File: src/rtl/i2c_reg_ctrl_pkg.sv
// Shared definitions for the register-transaction sequencer: master command
// encodings, transaction/handshake state types and a small byte helper.
package i2c_reg_ctrl_pkg;

    // Command encodings understood by the i2c byte-level master
    localparam logic [2:0] k_START_CMD = 3'b001;
    localparam logic [2:0] k_WRITE_CMD = 3'b010;
    localparam logic [2:0] k_READ_CMD  = 3'b011;
    localparam logic [2:0] k_STOP_CMD  = 3'b100;

    localparam logic [15:0] k_CLOCK_DIVISOR  = 16'd5;
    localparam logic [19:0] k_TIMEOUT_CYCLES = 20'd100000;

    // Transaction-level states of the top FSM
    typedef enum logic [3:0] {
        ST_IDLE   = 4'd0,
        ST_START1 = 4'd1,
        ST_ADDR_W = 4'd2,
        ST_REG    = 4'd3,
        ST_WDATA  = 4'd4,
        ST_RSTART = 4'd5,
        ST_ADDR_R = 4'd6,
        ST_READ   = 4'd7,
        ST_STOP   = 4'd8,
        ST_FIN    = 4'd9
    } txn_state_e;

    // Per-command handshake phases of the issuer
    typedef enum logic [1:0] {
        PH_IDLE    = 2'd0,
        PH_ISSUE   = 2'd1,
        PH_WAIT_LO = 2'd2,
        PH_WAIT_HI = 2'd3
    } issue_phase_e;

    // Address byte on the bus: 7-bit device address followed by the R/W bit
    function automatic logic [7:0] addr_byte(input logic [6:0] dev, input logic rd);
        return {dev, rd};
    endfunction

endpackage

File: src/rtl/i2c_cmd_issuer.sv
// Runs one master command: waits for ready, strobes write with cmd/data_in,
// then waits for ready to drop and rise again. A watchdog aborts the command
// if the master does not complete it within TIMEOUT_CYCLES.
module i2c_cmd_issuer
    import i2c_reg_ctrl_pkg::*;
#(
    parameter logic [19:0] TIMEOUT_CYCLES = k_TIMEOUT_CYCLES
) (
    input  logic       clk,
    input  logic       reset_n,
    input  logic       go,
    input  logic [2:0] cmd_sel,
    input  logic [7:0] byte_sel,
    input  logic       ready,
    output logic [2:0] cmd,
    output logic [7:0] data_in,
    output logic       write,
    output logic       cmd_done,
    output logic       timed_out
);

    issue_phase_e phase_r;
    logic [19:0]  tmo_cnt_r;

    // Handshake sequencer and timeout counter; cmd/data_in held until the next issue
    always_ff @(posedge clk or negedge reset_n) begin
        if (!reset_n) begin
            phase_r   <= PH_IDLE;
            tmo_cnt_r <= 20'd0;
            cmd       <= k_STOP_CMD;
            data_in   <= 8'd0;
            write     <= 1'b0;
            cmd_done  <= 1'b0;
            timed_out <= 1'b0;
        end else begin
            write     <= 1'b0;
            cmd_done  <= 1'b0;
            timed_out <= 1'b0;
            case (phase_r)
                PH_IDLE: begin
                    if (go) begin
                        phase_r <= PH_ISSUE;
                    end
                end
                PH_ISSUE: begin
                    if (ready) begin
                        cmd       <= cmd_sel;
                        data_in   <= byte_sel;
                        write     <= 1'b1;
                        tmo_cnt_r <= 20'd0;
                        phase_r   <= PH_WAIT_LO;
                    end
                end
                PH_WAIT_LO: begin
                    if (tmo_cnt_r == TIMEOUT_CYCLES - 20'd1) begin
                        timed_out <= 1'b1;
                        phase_r   <= PH_IDLE;
                    end else begin
                        tmo_cnt_r <= tmo_cnt_r + 20'd1;
                        if (!ready) begin
                            phase_r <= PH_WAIT_HI;
                        end
                    end
                end
                PH_WAIT_HI: begin
                    if (tmo_cnt_r == TIMEOUT_CYCLES - 20'd1) begin
                        timed_out <= 1'b1;
                        phase_r   <= PH_IDLE;
                    end else if (ready) begin
                        cmd_done <= 1'b1;
                        phase_r  <= PH_IDLE;
                    end else begin
                        tmo_cnt_r <= tmo_cnt_r + 20'd1;
                    end
                end
                default: begin
                    phase_r <= PH_IDLE;
                end
            endcase
        end
    end

endmodule

File: src/rtl/i2c_reg_ctrl.sv
// Register-transaction sequencer: expands a single register read or write
// request into the START/WRITE/READ/STOP command stream of the i2c master
// and reports read data, NACK and timeout status with a one-cycle done pulse.
module i2c_reg_ctrl
    import i2c_reg_ctrl_pkg::*;
#(
    parameter logic [15:0] CLOCK_DIVISOR  = k_CLOCK_DIVISOR,
    parameter logic [19:0] TIMEOUT_CYCLES = k_TIMEOUT_CYCLES
) (
    input  logic        clk,
    input  logic        reset_n,
    input  logic        req,
    input  logic        rnw,
    input  logic [6:0]  dev_addr,
    input  logic [7:0]  reg_addr,
    input  logic [7:0]  wr_data,
    output logic        busy,
    output logic        done,
    output logic [7:0]  rd_data,
    output logic        nack_err,
    output logic        timeout_err,
    output logic [15:0] clock_divisor,
    output logic [2:0]  cmd,
    output logic [7:0]  data_in,
    output logic        write,
    input  logic        ready,
    input  logic [7:0]  data_out,
    input  logic        ack
);

    txn_state_e state_r;
    logic       rnw_r;
    logic [6:0] dev_r;
    logic [7:0] reg_r;
    logic [7:0] wdat_r;
    logic       go_r;
    logic [2:0] cmd_sel_s;
    logic [7:0] byte_sel_s;
    logic       cmd_done_s;
    logic       timed_out_s;

    assign clock_divisor = CLOCK_DIVISOR;

    // Command and byte the current state asks the master to perform
    always_comb begin
        cmd_sel_s  = k_STOP_CMD;
        byte_sel_s = 8'd0;
        case (state_r)
            ST_START1, ST_RSTART: cmd_sel_s = k_START_CMD;
            ST_ADDR_W: begin
                cmd_sel_s  = k_WRITE_CMD;
                byte_sel_s = addr_byte(dev_r, 1'b0);
            end
            ST_REG: begin
                cmd_sel_s  = k_WRITE_CMD;
                byte_sel_s = reg_r;
            end
            ST_WDATA: begin
                cmd_sel_s  = k_WRITE_CMD;
                byte_sel_s = wdat_r;
            end
            ST_ADDR_R: begin
                cmd_sel_s  = k_WRITE_CMD;
                byte_sel_s = addr_byte(dev_r, 1'b1);
            end
            ST_READ: cmd_sel_s = k_READ_CMD;
            default: begin
                cmd_sel_s  = k_STOP_CMD;
                byte_sel_s = 8'd0;
            end
        endcase
    end

    // Transaction FSM: request capture, command sequencing and status reporting
    always_ff @(posedge clk or negedge reset_n) begin
        if (!reset_n) begin
            state_r     <= ST_IDLE;
            rnw_r       <= 1'b0;
            dev_r       <= 7'd0;
            reg_r       <= 8'd0;
            wdat_r      <= 8'd0;
            go_r        <= 1'b0;
            busy        <= 1'b0;
            done        <= 1'b0;
            rd_data     <= 8'd0;
            nack_err    <= 1'b0;
            timeout_err <= 1'b0;
        end else begin
            go_r <= 1'b0;
            done <= 1'b0;
            case (state_r)
                ST_IDLE: begin
                    if (req) begin
                        rnw_r       <= rnw;
                        dev_r       <= dev_addr;
                        reg_r       <= reg_addr;
                        wdat_r      <= wr_data;
                        busy        <= 1'b1;
                        nack_err    <= 1'b0;
                        timeout_err <= 1'b0;
                        go_r        <= 1'b1;
                        state_r     <= ST_START1;
                    end
                end
                ST_START1, ST_ADDR_W, ST_REG, ST_WDATA,
                ST_RSTART, ST_ADDR_R, ST_READ, ST_STOP: begin
                    if (timed_out_s) begin
                        // Abort without a STOP: the master is not answering
                        timeout_err <= 1'b1;
                        busy        <= 1'b0;
                        done        <= 1'b1;
                        state_r     <= ST_FIN;
                    end else if (cmd_done_s) begin
                        go_r <= (state_r != ST_STOP);
                        case (state_r)
                            ST_START1: state_r <= ST_ADDR_W;
                            ST_ADDR_W: begin
                                nack_err <= ack;
                                state_r  <= ack ? ST_STOP : ST_REG;
                            end
                            ST_REG: begin
                                nack_err <= ack;
                                if (ack) begin
                                    state_r <= ST_STOP;
                                end else begin
                                    state_r <= rnw_r ? ST_RSTART : ST_WDATA;
                                end
                            end
                            ST_WDATA: begin
                                nack_err <= ack;
                                state_r  <= ST_STOP;
                            end
                            ST_RSTART: state_r <= ST_ADDR_R;
                            ST_ADDR_R: begin
                                nack_err <= ack;
                                state_r  <= ack ? ST_STOP : ST_READ;
                            end
                            ST_READ: begin
                                rd_data <= data_out;
                                state_r <= ST_STOP;
                            end
                            ST_STOP: begin
                                busy    <= 1'b0;
                                done    <= 1'b1;
                                state_r <= ST_FIN;
                            end
                            default: state_r <= ST_IDLE;
                        endcase
                    end else begin
                        state_r <= state_r;
                    end
                end
                ST_FIN: begin
                    state_r <= ST_IDLE;
                end
                default: begin
                    state_r <= ST_IDLE;
                end
            endcase
        end
    end

    i2c_cmd_issuer #(
        .TIMEOUT_CYCLES(TIMEOUT_CYCLES)
    ) u_issuer (
        .clk      (clk),
        .reset_n  (reset_n),
        .go       (go_r),
        .cmd_sel  (cmd_sel_s),
        .byte_sel (byte_sel_s),
        .ready    (ready),
        .cmd      (cmd),
        .data_in  (data_in),
        .write    (write),
        .cmd_done (cmd_done_s),
        .timed_out(timed_out_s)
    );

endmodule
File: config.mk
export PLATFORM = sky130hd
export DESIGN_NAME = i2c_reg_ctrl
export DESIGN_NICKNAME = d
export VERILOG_FILES = /design/src/rtl/i2c_reg_ctrl_pkg.sv /design/src/rtl/i2c_cmd_issuer.sv /design/src/rtl/i2c_reg_ctrl.sv
export SDC_FILE = /design/constraint.sdc
export NUM_CORES = 1
export LEC_CHECK = 0
export ABC_AREA = 1
export ABC_CLOCK_PERIOD_IN_PS = 1700
export BUFFER_PORTS_ARGS = -buffer_cell sky130_fd_sc_hd__buf_2
export CORE_ASPECT_RATIO = 1.2
export CORE_MARGIN = 2
export CORE_UTILIZATION = 35
export CTS_BUF_LIST = sky130_fd_sc_hd__clkbuf_8 sky130_fd_sc_hd__clkbuf_16
export DETAILED_ROUTE_END_ITERATION = 12
export GPL_TIMING_DRIVEN = 0
export HOLD_SLACK_MARGIN = 0.15
export SYNTH_ARGS = -nofsm -noshare
export SYNTH_HDL_FRONTEND = slang
export SYNTH_SLANG_ARGS = --single-unit
File: constraint.sdc
create_clock -name clk -period 1.7 [get_ports clk]
set_input_delay 0.085 -clock clk [delete_from_list [all_inputs] [get_ports clk]]
set_output_delay 0.085 -clock clk [all_outputs]
set_load 0.1 [all_outputs]
# [After elaboration in Yosys (flattened, before gate mapping)]
# Cells that the tools add are included.
[word_totals] mem_count=0 latch_bits=0 mem_bits_ro=0 word_cells=114 register_bits=77 out_inout_bits=40 inputBits=37 ram_bits=0
[classes] n_lt_le_gt_ge=0 add_sub_neg=1 n_shift=0 bitwise_logic=1 muxes=49 div=0 n_mul=0 n_eq_ne=27 reduce_logical=18
[ops] operator="2-to-1 mux 20 bit" n=4
[ops] operator="one-hot mux 20 bit (3 select lines)" n=1
[ops] operator="one-hot mux 8 bit (4 select lines)" n=1
[ops] operator="one-hot mux 4 bit (7 select lines)" n=1
[ops] operator="2-to-1 mux 4 bit" n=6
[ops] operator="2-to-1 mux 1 bit" n=23
[ops] operator="adder 20 x 1 -> 20 bit, second input constant" n=1
[ops] operator="== test 20 x 17 -> 1 bit, second input constant" n=1
[ops] operator="== test 4 x 3 -> 1 bit, second input constant" n=4
[ops] operator="!= test 2 bit, second input constant" n=8
[ops] operator="2-to-1 mux 2 bit" n=6
[ops] operator="AND reduction 4 bit" n=3
[ops] operator="AND reduction 5 bit" n=2
[ops] operator="!= test 3 x 2 -> 1 bit, second input constant" n=3
[ops] operator="one-hot mux 3 bit (3 select lines)" n=1
[ops] operator="== test 4 x 2 -> 1 bit, second input constant" n=2
[ops] operator="one-hot mux 1 bit (2 select lines)" n=4
[ops] operator="one-hot mux 2 bit (4 select lines)" n=1
[ops] operator="one-hot mux 4 bit (2 select lines)" n=1
[ops] operator="OR reduction 8 bit" n=1
[ops] operator="AND reduction 2 bit" n=3
[ops] operator="OR reduction 2 bit" n=3
[ops] operator="== test 2 bit, second input constant" n=2
[ops] operator="== test 4 x 1 -> 1 bit, second input constant" n=1
[ops] operator="other kinds (12)" n=13

# [Depth between registers and ports, before layout]
[logic_depth] ltp_word=6 mapped_depth=10 depth_no_buf=10

# [By module]
# Synthesis repeated with hierarchy kept, for this count alone.
[hier_totals] cells_unflattened=554 hier_area_um2=4167.7
[by_module_without_submodules] module="i2c_reg_ctrl" cells_per_inst=278 area_per_inst_um2=2154.6 n_inst=1 seq_area_each_um2=1026.0
[by_module_without_submodules] module="i2c_cmd_issuer" cells_per_inst=276 area_per_inst_um2=2013.2 n_inst=1 seq_area_each_um2=902.1

# [Worst setup path before layout]
# No wires, ideal clock.
[synth_path] path_kind="reg-to-reg" startpoint="register u_issuer.tmo_cnt_r[0]" endpoint="register u_issuer.tmo_cnt_r[7]" required_ps=1583 setup_time_ps=117 path_buffers=0 stages_incl_launch_ff=9 setup_slack_ps=19 synth_period_minus_slack_ps=1681 t_arrival_ps=1565 path_cell_list="dfrtp_1 > ha_1 > nand3_1 > nor2_1 > nand3_2 > o21ai_4 > inv_1 > nand2_1 > nand2_1"
[synth_between] elab_chain_len=4 elab_cells_between_ends=9 cone_classes="add/sub: 1; eq/ne: 3; mux: 4; reduce/logical: 1"
[synth_lines] element="start: declaration" line_no="i2c_cmd_issuer.sv:23" text="logic [19:0] tmo_cnt_r;"
[synth_lines] element="start signal: assignment" line_no="i2c_cmd_issuer.sv:59" text="tmo_cnt_r <= tmo_cnt_r + 20'd1;"
[synth_lines] element="start signal: assignment" line_no="i2c_cmd_issuer.sv:73" text="tmo_cnt_r <= tmo_cnt_r + 20'd1;"
[synth_lines] element="adder 20 x 1 -> 20 bit" line_no="i2c_cmd_issuer.sv:59, i2c_cmd_issuer.sv:73"
[synth_lines] element="2-to-1 mux 20 bit" line_no="i2c_cmd_issuer.sv:69" text="end else if (ready) begin"
[synth_lines] element="2-to-1 mux 20 bit" line_no="i2c_cmd_issuer.sv:66" text="if (tmo_cnt_r == TIMEOUT_CYCLES - 20'd1) begin"
[synth_lines] element="one-hot mux 20 bit (3 select lines)" line_no="i2c_cmd_issuer.sv:39" text="case (phase_r)"
# Parallel ways exist; a longest one is shown, timed or not. The select of a mux whose other input is x is not followed.
# A chain may end at the register's enable or synchronous reset.

# [Final worst setup path]
[layout_path] startpoint="register state_r[3]" endpoint="register rd_data[7]"
[layout_between] elab_chain_len=3 elab_cells_between_ends=10 cone_classes="eq/ne: 8; reduce/logical: 2"
[layout_lines] element="start: declaration" line_no="i2c_reg_ctrl.sv:31" text="txn_state_e state_r;"
[layout_lines] element="start signal: assignment" line_no="i2c_reg_ctrl.sv:119" text="state_r <= ack ? ST_STOP : ST_REG;"
[layout_lines] element="start signal: assignment" line_no="i2c_reg_ctrl.sv:126" text="state_r <= rnw_r ? ST_RSTART : ST_WDATA;"
[layout_lines] element="start signal: assignment" line_no="i2c_reg_ctrl.sv:136" text="state_r <= ack ? ST_STOP : ST_READ;"
[layout_lines] element="== test 4 x 1 -> 1 bit (tied with other cells)" line_no="i2c_reg_ctrl.sv:91" text="case (state_r)"
[layout_lines] element="OR reduction 8 bit" line_no="i2c_reg_ctrl.sv:91"
[layout_lines] element="AND reduction 4 bit (no source line) (*)"
[layout_lines] element="end signal: assignment" line_no="i2c_reg_ctrl.sv:139" text="rd_data <= data_out;"
[layout_lines] element="end: declaration" line_no="i2c_reg_ctrl.sv:19" text="output logic [7:0] rd_data,"
# Every way passes the cells marked *; elsewhere a longest branch is shown, timed or not.

==> impl_results.md <==
- Maximum VDD drop: between 0.001 and 0.0015 V
- Post-detail-place hpwl: 7350 µm
- Synth cell types: 31
- Syn-to-layout area delta: 37.9%
- Layout cells sized above 1: about 22%
- Pins Over Slew Limit: 0
- Max_cap viols: 0
- First-pass GRT wire length: 17600 µm
- Final ANT Viol Nets: 0
- Synthesis Warnings: 0
- Reg2reg path depth: 6
- Register area share after synthesis: 46.3%
- Clock root cell: clkbuf_16
- DR vias/cell: 4.65
- Setup TNS: 0 ns
- WL met3: approximately 430 µm
- Main area contributors after synthesis: dfrtp_1, nand2_1, nand3_1, inv_1, o21ai_0
- Met1 WL: 4610 µm
- Arr. time, crit path: 1.90 ns
- Setup WS post-layout: 0.0335 ns
- Die H: 124 µm
- Reg-to-Reg Start: state_r[3]
- Clk slew on worst S/H paths: 0.06 ns
- Largest net degree at the start of global routing: 71
- CTS tree: yes
- Post-route clock skew: 0.00873 ns
- Period utilization: 98.0%
- Final hold slack: 0.298 ns
- Vias after detailed routing: 4053
- Crit end category: register
- CTS H-tree depth: 3
- Ports: 77
- Yosys top cell by area: dfrtp_1
- Storage cell area: 1930 µm²
- CTS Buffer Depth: 2
- R2r setup slk: approximately 0.034 ns
- Top sig layer: met4
- Reg-to-Reg End: rd_data[7]
- RSZ-0062 raised after global routing: yes
- Total Power: 9.40 mW
- Max FO, Critical Path: 10
- Final Util: 49.7%
- Cell Pwr Density: 1640 nW/µm²
- CP endpoint: rd_data[7]
- Final Hold Fails: 0
- Worst-Skew Late Latency: approximately 0.33 ns
- Static Leak: 2.86 nW
- CP max stage delay: 0.45 ns
- Mean Syn Cell Area: ~7.3 µm²
- Fill count: 1132
- Die X: 104 µm
- Slowest cell on the critical path: dfrtp_1
- Footprint of the multi-input gates: 2010 µm²
- Num CTS Buffers: 9
- Final nets: 752
- Core area: 11600 µm²
- Detailed-route DRC error count: 0
- CP Launch Type: register
- Setup CP Type: register to register
- Core Rows: between 40 and 50
- Grt ovf: 0
- Initial antenna violation count: 0
- Detailed Route WL: 11000 µm
- Port-buffer cells: 60
- Max Freq: 600 MHz
- Starting Density: 36.0%
- Initial DRC count: 229
- Synth top area share: 45.6%
- Final GP Congestion: 0.923
- Min Clock Period, post-route: 1.67 ns
- Mean routed wirelength per cell: approximately 13 µm
- Req. time, crit path: 1.94 ns
- # diodes: 0
- Crit path launch: state_r[3]
- Clk sinks: 77
- GRT Total Usage: between 10% and 20%
- Cell Chain, Critical Path: inv_1, nand2_2, nor3_4, nand3_4, buf_6, o21ai_0
- Mapped Cells: between 500 and 600
- Pre-antenna DRT Iters: 5
- Final setup viols: 0
- Met2 WL: about 5700 µm
- Outcome: completed
- Setup slack at placement: -0.437 ns
- Synth Cell Area: between 4000 and 5000 µm²
- Vias in the first global route: ~3800
- Flops & latches, synth: a little under 80
- Die area: 12800 µm²
- Hold Path Class: input pin to async pin
per-layer routing:
metal / track usage (%) / up-vias
met5: 0 / -
met4: 7.18 / 0
met2: 30.6 / 109
met1: 19.9 / 1881
met3: 3.69 / 22
li1: - / 2041
cells by family (layout without fill, tap and decap cells):
kind of cell | after synthesis | count (layout) | synth area share [%]
other cells | 2 | 16 | 0.180
fa+ha+maj | 6 | 6 | 1.80
compound gates | 59 | 59 | 8.02
xor+xnor | 5 | 5 | 1.05
buf+inv | 82 | 215 | 9.73
flops | 77 | 77 | 46.3
simple gates | 336 | 336 | 32.9
state kept, by name (all words and copies together) (netlist names):
register            count
busy                    1
reg_r                   8
go_r                    1
u_issuer.cmd            3
nack_err                1
dev_r                   7
u_issuer.data_in        8
u_issuer.timed_out      1
rd_data                 8
rnw_r                   1
done                    1
u_issuer.phase_r        2
u_issuer.cmd_done       1
wdat_r                  8
u_issuer.tmo_cnt_r     20
u_issuer.write          1
timeout_err             1
state_r                 4
per-stage QoR:
| stage | instances | area, µm² |
|---|---|---|
| 2_1_floorplan | 581 | 4220 |
| 3_3_place_gp | 798 | 4720 |
| 3_5_place_dp | 799 | 4750 |
| 4_1_cts | 857 | 5540 |
| 5_1_grt | 871 | 5750 |
| 6_report | 871 | 5750 |
critical path: cells and delay by family, from the launching register on:
family,cells,cell delay (ns)
compound gates,1,0.16
buf+inv,2,0.35
flops,1,0.45
simple gates,3,0.61
worst min-delay path by stage:
stage                     slack (ns)             endpoint  cells after the start         from
after floorplan                -0.21                 busy                      0      reset_n
after global placement          0.28             reg_r[5]                      3  reg_addr[5]
after detailed placement       -0.08             dev_r[4]                      1      reset_n
after CTS                       0.31  u_issuer.data_in[5]                      3      reset_n
after global routing            0.36  u_issuer.data_in[5]                      3      reset_n
final                           0.30  u_issuer.data_in[5]                      3      reset_n
final cells by class:
class                   instances  area share [%]
clock inverters                 6            1.11
well taps                     157            3.42
plain buffers                  28            3.83
multi-input cells             422            34.9
repair buffers                118            15.3
inverters                      53            3.59
clock buffers                  10            4.16
flip-flops and latches         77            33.6
cell usage after synthesis (all sizes together):
master,n
clkbuf,5
o21ai,42
a31oi,3
nor2,48
nand2,230
conb,2
dfrtp,76
nand3,43
inv,51
ha,6
and2,1
a21oi,8
clkinv,2
nand4,8
o22a,1
o21bai,3
or2,2
nor3,4
o211ai,2
buf,24
dfstp,1
xor2,5
cell usage in the layout, fill, tap and decap left out, types with 3 or more instances in the layout:
| cell type | n |
|---|---|
| xor2_1 | 5 |
| ha_4 | 3 |
| nand2_2 | 3 |
| dlygate4sd3_1 | 37 |
| o21ai_2 | 3 |
| dfrtp_2 | 4 |
| a31oi_1 | 3 |
| o21bai_1 | 3 |
| a21oi_1 | 7 |
| nand2_1 | 227 |
| conb_1 | 16 |
| dfrtp_1 | 72 |
| clkbuf_4 | 3 |
| nor2_2 | 4 |
| nor2_1 | 40 |
| buf_2 | 60 |
| inv_1 | 49 |
| nand3_1 | 40 |
| clkbuf_16 | 10 |
| nor2_4 | 4 |
| ha_1 | 3 |
| o21ai_1 | 10 |
| buf_4 | 36 |
| nand4_1 | 8 |
| o21ai_0 | 28 |
power by group:
| group | total (mW) | internal, mW | switching, mW |
|---|---|---|---|
| Sequential | 2.68 | 2.37 | 0.319 |
| Clock | 1.91 | 1.17 | 0.733 |
| Combinational | 4.81 | 1.50 | 3.31 |
| Total | 9.40 | 5.04 | 4.36 |
repair_timing:
action / CTS / global route
cloned: 0 / 1
hold buffers: 37 / 0
pin swaps: 3 / 8
gates resized for setup: 17 / 32
setup endpoints to repair: 58 / 45
setup buffers: 5 / 14
endpoints found under the hold margin: 113 / 0
(Power assumes the default switching activity.)
